`src/rtl/hazard_ctrl_unit_pkg.sv`:
```
// Shared definitions for the hazard control slice: FSM encoding,
// core register width and the NOP/bubble convention.
package hazard_ctrl_unit_pkg;

  // Sequencer states: normal issue, or EX occupied by a mult/div.
  typedef enum logic {
    RUN     = 1'b0,
    MD_WAIT = 1'b1
  } md_state_e;

  // Datapath register width of the core.
  localparam int R_WIDTH = 32;

  // A flushed IF/ID slot holds sll $0,$0,0 (all zeros); a bubbled
  // ID/EX or EX/MEM slot has every control bit cleared.
  localparam logic [R_WIDTH-1:0] NOP_INSTR = '0;

  // Width of the mult/div occupancy counter (MD_LATENCY <= 255).
  localparam int MD_CNT_W = 8;

endpackage

```
`src/rtl/hazard_md_timer.sv`:
```
// Loadable down-counter with a zero flag, used to time mult/div
// occupancy of the EX stage.
module hazard_md_timer #(
  parameter int W = 8
) (
  input  logic         clk_i,
  input  logic         rst_n_i,
  input  logic         load_i,
  input  logic [W-1:0] load_val_i,
  input  logic         dec_i,
  output logic [W-1:0] count_o,
  output logic         zero_o
);

  logic [W-1:0] r_count;

  // Load has priority over decrement; the count never goes below zero.
  always_ff @(posedge clk_i or negedge rst_n_i) begin
    if (!rst_n_i)
      r_count <= '0;
    else if (load_i)
      r_count <= load_val_i;
    else if (dec_i && (r_count != '0))
      r_count <= r_count - W'(1);
  end

  assign count_o = r_count;
  assign zero_o  = (r_count == '0);

endmodule

```
`src/rtl/hazard_ctrl_unit.sv`:
```
// Pipeline stall/flush sequencer: load-use detection, mult/div EX
// occupancy, taken-branch flush and saturating performance counters.
module hazard_ctrl_unit
  import hazard_ctrl_unit_pkg::*;
#(
  parameter int REG_ADDR_W = 5,
  parameter int MD_LATENCY = 32,
  parameter int CNT_W      = 16
) (
  input  logic                  clk_i,
  input  logic                  rst_n_i,
  input  logic [REG_ADDR_W-1:0] id_rs_i,
  input  logic [REG_ADDR_W-1:0] id_rt_i,
  input  logic                  id_uses_rt_i,
  input  logic [REG_ADDR_W-1:0] ex_rt_i,
  input  logic                  ex_mem_read_i,
  input  logic                  ex_muldiv_i,
  input  logic                  ex_branch_taken_i,
  input  logic                  cnt_clr_i,
  output logic                  pc_write_o,
  output logic                  if_id_write_o,
  output logic                  if_id_flush_o,
  output logic                  id_ex_write_o,
  output logic                  id_ex_flush_o,
  output logic                  ex_mem_flush_o,
  output logic                  md_busy_o,
  output logic                  md_done_o,
  output logic [CNT_W-1:0]      stall_cnt_o,
  output logic [CNT_W-1:0]      flush_cnt_o
);

  // The entry cycle counts as one occupancy cycle and the release
  // cycle as another, so the timer covers the remaining MD_LATENCY-2.
  localparam logic [MD_CNT_W-1:0] MD_LOAD = MD_CNT_W'(MD_LATENCY - 2);

  md_state_e             r_state;
  md_state_e             w_nextState;
  logic                  w_loadUse;
  logic                  w_tmrLoad;
  logic                  w_tmrDec;
  logic                  w_tmrZero;
  logic                  w_flushEvt;
  logic [MD_CNT_W-1:0]   w_tmrCount;
  logic [CNT_W-1:0]      r_stallCnt;
  logic [CNT_W-1:0]      r_flushCnt;

  assign w_loadUse = ex_mem_read_i && (ex_rt_i != '0) &&
                     ((ex_rt_i == id_rs_i) || (id_uses_rt_i && (ex_rt_i == id_rt_i)));

  hazard_md_timer #(.W(MD_CNT_W)) u_md_timer (
    .clk_i      (clk_i),
    .rst_n_i    (rst_n_i),
    .load_i     (w_tmrLoad),
    .load_val_i (MD_LOAD),
    .dec_i      (w_tmrDec),
    .count_o    (w_tmrCount),
    .zero_o     (w_tmrZero)
  );

  // FSM state register.
  always_ff @(posedge clk_i or negedge rst_n_i) begin
    if (!rst_n_i)
      r_state <= RUN;
    else
      r_state <= w_nextState;
  end

  // Next-state and prioritised output mux; reset forces a frozen, flushed pipe.
  always_comb begin
    w_nextState    = r_state;
    w_tmrLoad      = 1'b0;
    w_tmrDec       = 1'b0;
    w_flushEvt     = 1'b0;
    pc_write_o     = 1'b1;
    if_id_write_o  = 1'b1;
    id_ex_write_o  = 1'b1;
    if_id_flush_o  = 1'b0;
    id_ex_flush_o  = 1'b0;
    ex_mem_flush_o = 1'b0;
    md_busy_o      = 1'b0;
    md_done_o      = 1'b0;
    if (!rst_n_i) begin
      w_nextState   = RUN;
      pc_write_o    = 1'b0;
      if_id_write_o = 1'b0;
      id_ex_write_o = 1'b0;
      if_id_flush_o = 1'b1;
      id_ex_flush_o = 1'b1;
    end else begin
      case (r_state)
        RUN: begin
          if (ex_branch_taken_i) begin
            if_id_flush_o = 1'b1;
            id_ex_flush_o = 1'b1;
            w_flushEvt    = 1'b1;
          end else if (ex_muldiv_i) begin
            pc_write_o     = 1'b0;
            if_id_write_o  = 1'b0;
            id_ex_write_o  = 1'b0;
            ex_mem_flush_o = 1'b1;
            w_tmrLoad      = 1'b1;
            w_nextState    = MD_WAIT;
          end else if (w_loadUse) begin
            pc_write_o    = 1'b0;
            if_id_write_o = 1'b0;
            id_ex_flush_o = 1'b1;
          end
        end
        MD_WAIT: begin
          md_busy_o = 1'b1;
          if (!w_tmrZero) begin
            pc_write_o     = 1'b0;
            if_id_write_o  = 1'b0;
            id_ex_write_o  = 1'b0;
            ex_mem_flush_o = 1'b1;
            w_tmrDec       = 1'b1;
          end else begin
            md_done_o   = 1'b1;
            w_nextState = RUN;
          end
        end
        default: w_nextState = RUN;
      endcase
    end
  end

  // Saturating stall counter; clear beats a coincident increment.
  always_ff @(posedge clk_i or negedge rst_n_i) begin
    if (!rst_n_i)
      r_stallCnt <= '0;
    else if (cnt_clr_i)
      r_stallCnt <= '0;
    else if (!pc_write_o && (r_stallCnt != '1))
      r_stallCnt <= r_stallCnt + CNT_W'(1);
  end

  // Saturating taken-branch flush counter; clear beats a coincident increment.
  always_ff @(posedge clk_i or negedge rst_n_i) begin
    if (!rst_n_i)
      r_flushCnt <= '0;
    else if (cnt_clr_i)
      r_flushCnt <= '0;
    else if (w_flushEvt && (r_flushCnt != '1))
      r_flushCnt <= r_flushCnt + CNT_W'(1);
  end

  assign stall_cnt_o = r_stallCnt;
  assign flush_cnt_o = r_flushCnt;

  // Timer value is only needed through its zero flag here.
  logic w_unusedCount;
  assign w_unusedCount = ^w_tmrCount;

endmodule

```
`config.mk`:
```
export PLATFORM = sky130hd
export DESIGN_NAME = hazard_ctrl_unit
export DESIGN_NICKNAME = d
export VERILOG_FILES = /design/src/rtl/hazard_ctrl_unit_pkg.sv /design/src/rtl/hazard_md_timer.sv /design/src/rtl/hazard_ctrl_unit.sv
export SDC_FILE = /design/constraint.sdc
export NUM_CORES = 1
export LEC_CHECK = 0
export CORE_ASPECT_RATIO = 1.5
export CORE_MARGIN = 5
export CORE_UTILIZATION = 48
export CTS_CLUSTER_SIZE = 14
export DETAILED_ROUTE_END_ITERATION = 6
export PLACE_DENSITY = 0.85
export SKIP_LAST_GASP = 1
export SLEW_MARGIN = 40
export SYNTH_ARGS = -nofsm -noshare
export SYNTH_HDL_FRONTEND = slang
export SYNTH_SLANG_ARGS = --single-unit
```
`constraint.sdc`:
```
create_clock -name clk_i -period 2.5 [get_ports clk_i]
set_input_delay 0.375 -clock clk_i [delete_from_list [all_inputs] [get_ports clk_i]]
set_output_delay 0.375 -clock clk_i [all_outputs]
set_load 0.02 [all_outputs]
```
==> metrics.md <==
| Metric | Value |
|---|---|
| First-pass GRT wire length | 10230 microns |
| Final nets | about 360 |
| Drt initial violations | about 100 |
| Via count | approximately 2200 |
| Power Density | 463.2 nW/um^2 |
| Overflow after GRT | 0 |
| Least-Margin Pin Slew | approximately 0.44 ns |
| DRT Wirelength | approximately 6000 microns |
| Register area | slightly above 1000 sq um |
| Final Max Tran Viols | 0 |
| Flop2flop setup slack | around 0.19 ns |
| Worst r2r dst | stall_cnt_o[13] |
| Area leader, netlist | dfrtp_1 |
| Max-cap viol count | 0 |
| Worst Hold Class | in2async |
| Peak supply drop | just under 0.0004 V |
| Proportion of layout cells with a drive suffix above 1 | between 10% and 20% |
| Setup TNS | 0 ns |
| Ys async rst share | between 90% and 100% |
| Post-synthesis sequential area ratio | 44.42% |
| Setup CP Type | reg2out |
| Critical Path Source Type | flop |
| Post-synth top flop | dfrtp_1 |
| Die footprint | about 6300 sq um |
| Fillers | slightly above 400 |
| Num CTS Buffers | 5 |
| IO Port Bufs | around 60 |
| GRT Util Overall | between 20% and 30% |
| CP arrival | ~2.1 ns |
| Mapped Cells | around 250 |
| Starting density of the core | between 40% and 50% |
| Yosys cell types | 40 |
| CP endpoint kind | output port |
| Synth top area share | approximately 44% |
| Largest net degree at the start of global routing | 36 |
| Most frequent cell after synthesis | dfrtp_1 |
| Max FO, Critical Path | 2 |
| Lkg Pwr | about 1.4 nW |
| Synth-to-Final Area Change | 41.06% |
| Run status | finished clean |
| Setup slack after layout | 0.05128 ns |
| Most frequent cells after synthesis | 41 x dfrtp_1, 30 x nor2_1, 28 x xor2_1, 20 x nand3_1, 17 x nand2_1 |
| Dpl ws | -0.3620 ns |
| I/O pins | just over 60 |
| Antenna fix cells | 0 |
| Drc violations | 0 |
| Warnings, synthesis | 0 |
| Syn_nets | between 200 and 300 |
| Antenna violations before repair | 0 |
| Mapped Avg Cell Area | 9.313 sq um |
| DPL Wire Length | roughly 4500 microns |
| Post CTS Setup Buffer Count | 0 |
| Site Rows | 31 |
| Clock transition at path regs | around 0.080 ns |
| Multi-input logic area | 1229 sq um |
| DRT Pass-1 Iters | 4 |
| RSZ-0062 raised after global routing | yes |
| Post-synth EDFFs | 0 |
| Via/cell ratio | around 5.4 |
| Routability Congestion | ~0.79 |
| H-tree Lvls | 2 |
| DRT antenna net count | 0 |
| Final Hold Fails | 0 |
| Clk_lat worst skew | around 0.29 ns |
| Routed WL per cell | 14.98 microns |
| Highest clock rate | between 0.4 and 0.5 GHz |
| Post-layout min period | ~2.4 ns |
| Die width | approximately 67 microns |
| Vias in the first global route | about 2300 |
| Core area | approximately 4800 sq um |
| Cell area after synthesis | between 2000 and 2500 sq um |
| # clock sinks | about 40 |
| Clock tree from TritonCTS | built |
| Slew headroom | between 70 and 80% |
| Fin Clk Skew | between 0.007 and 0.008 ns |
| Max clock buf depth | 2 |
| Top cells by area, synth | dfrtp_1 44%, xor2_1 11%, nor2_1 4.9% |
| CTS Root Buffer Type | clkbuf_8 |
| WP data required | around 2.1 ns |
| FF-to-FF path depth | 7 |
| Die H | 94.96 microns |
| Fin crit share | between 90% and 100% |
| Setup violators final | 0 |
| #FFs+latches synth | just over 40 |
| Reg2reg start | stall_cnt_o[0] |
-- worst max-delay path, stage by stage, from the launching register on --
cell and delay (ns):
dfrtp_1 0.39, or4_4 0.56, o41ai_4 0.23, and3_1 0.22, a21boi_2 0.18, clkbuf_2 0.19
-- report_power, final --
group | switching [mW] | leakage (nW) | internal (mW)
Combinational | 0.155 | 0.773 | 0.141
Clock | 0.228 | 0.0542 | 0.250
Sequential | 0.0409 | 0.551 | 0.695
Total | 0.424 | 1.38 | 1.09
-- how the worst max path moves through the flow --
stage	end	slack, ns	start
detailed placement	if_id_write_o	-0.36	ex_rt_i[2]
global route	if_id_write_o	-0.04	u_md_timer.count_o[4]
finish	if_id_write_o	0.05	u_md_timer.count_o[4]
global placement	if_id_write_o	-0.34	ex_rt_i[1]
floorplan	pc_write_o	0.09	u_md_timer.count_o[4]
CTS	if_id_write_o	-0.10	u_md_timer.count_o[4]
-- metrics by stage --
stage / instances / power [mW] / instance area (sq um) / hold slack [ns] / utilization, %
finish: 400 / 1.509 / 3258 / 0.2805 / 68.29
global route: 400 / 1.591 / 3258 / 0.3242 / 68.29
CTS: 400 / 1.520 / 3259 / 0.2678 / 68.32
detailed placement: 391 / 1.044 / 3151 / 0.2662 / 66.04
global placement: 391 / 1.035 / 3151 / 0.2657 / 66.04
floorplan: 248 / 0.8913 / 2313 / 0.07941 / -
-- cell usage in the layout, fill, tap and decap left out, types with 3 or more instances in the layout --
cell | synthesis | layout
or3_1 | 11 | 11
nand2_1 | 17 | 17
and3_1 | 6 | 6
ha_1 | 4 | 4
nand3_1 | 20 | 20
or4_1 | 4 | 4
and2_1 | 5 | 5
o31ai_1 | 3 | 3
nor2_1 | 30 | 30
nand4_1 | 3 | 3
o21ai_0 | 16 | 15
clkdlybuf4s50_1 | 0 | 54
clkbuf_8 | 0 | 7
xor2_1 | 28 | 28
inv_1 | 6 | 6
buf_4 | 2 | 22
nor3_1 | 4 | 4
dfrtp_1 | 41 | 41
a21oi_1 | 16 | 16
-- cell type report --
| class | instances | share of cell area, % |
|---|---|---|
| clock inverters | 1 | 0.1536 |
| clock buffers | 7 | 2.957 |
| multi-input cells | 194 | 37.71 |
| flip-flops and latches | 41 | 31.49 |
| inverters | 6 | 0.6912 |
| well taps | 66 | 2.535 |
| repair buffers | 85 | 24.46 |
-- timing repair --
| item | in CTS | in global routing |
|---|---|---|
| hold buffers | 1 | 0 |
| pin swaps | 0 | 4 |
| gates resized for setup | 9 | 11 |
| setup endpoints to repair | 5 | 9 |
| hold endpoints to repair | 6 | 0 |
-- state kept, by name, summed over array words and instances (netlist names) --
name,flops
flush_cnt_o,16
r_state,1
stall_cnt_o,16
u_md_timer.count_o,8
-- logic make-up (layout without fill, tap and decap cells) --
family,after synthesis,count (layout),share of synthesized area (%)
buffers and inverters,13,99,3.087
flip-flops,41,41,44.42
AO/OA/AOI/OAI,46,46,12.68
adder cells (fa/ha/maj),4,4,2.167
XOR/XNOR,30,30,11.38
AND/OR/NAND/NOR,112,112,25.41
multiplexers,2,2,0.8668
-- per-layer routing --
| layer | share of wire [%] | GRT usage [%] | vias to the layer above |
|---|---|---|---|
| met1 | 39 | 24.18 | 1045 |
| met5 | 0 | 0 | - |
| met2 | 56 | 37.00 | 62 |
| met4 | 2.6 | 8.644 | 0 |
| li1 | - | - | 1045 |
| met3 | 2.9 | 3.095 | 17 |
Note: power is estimated with default switching activity, not from simulation.
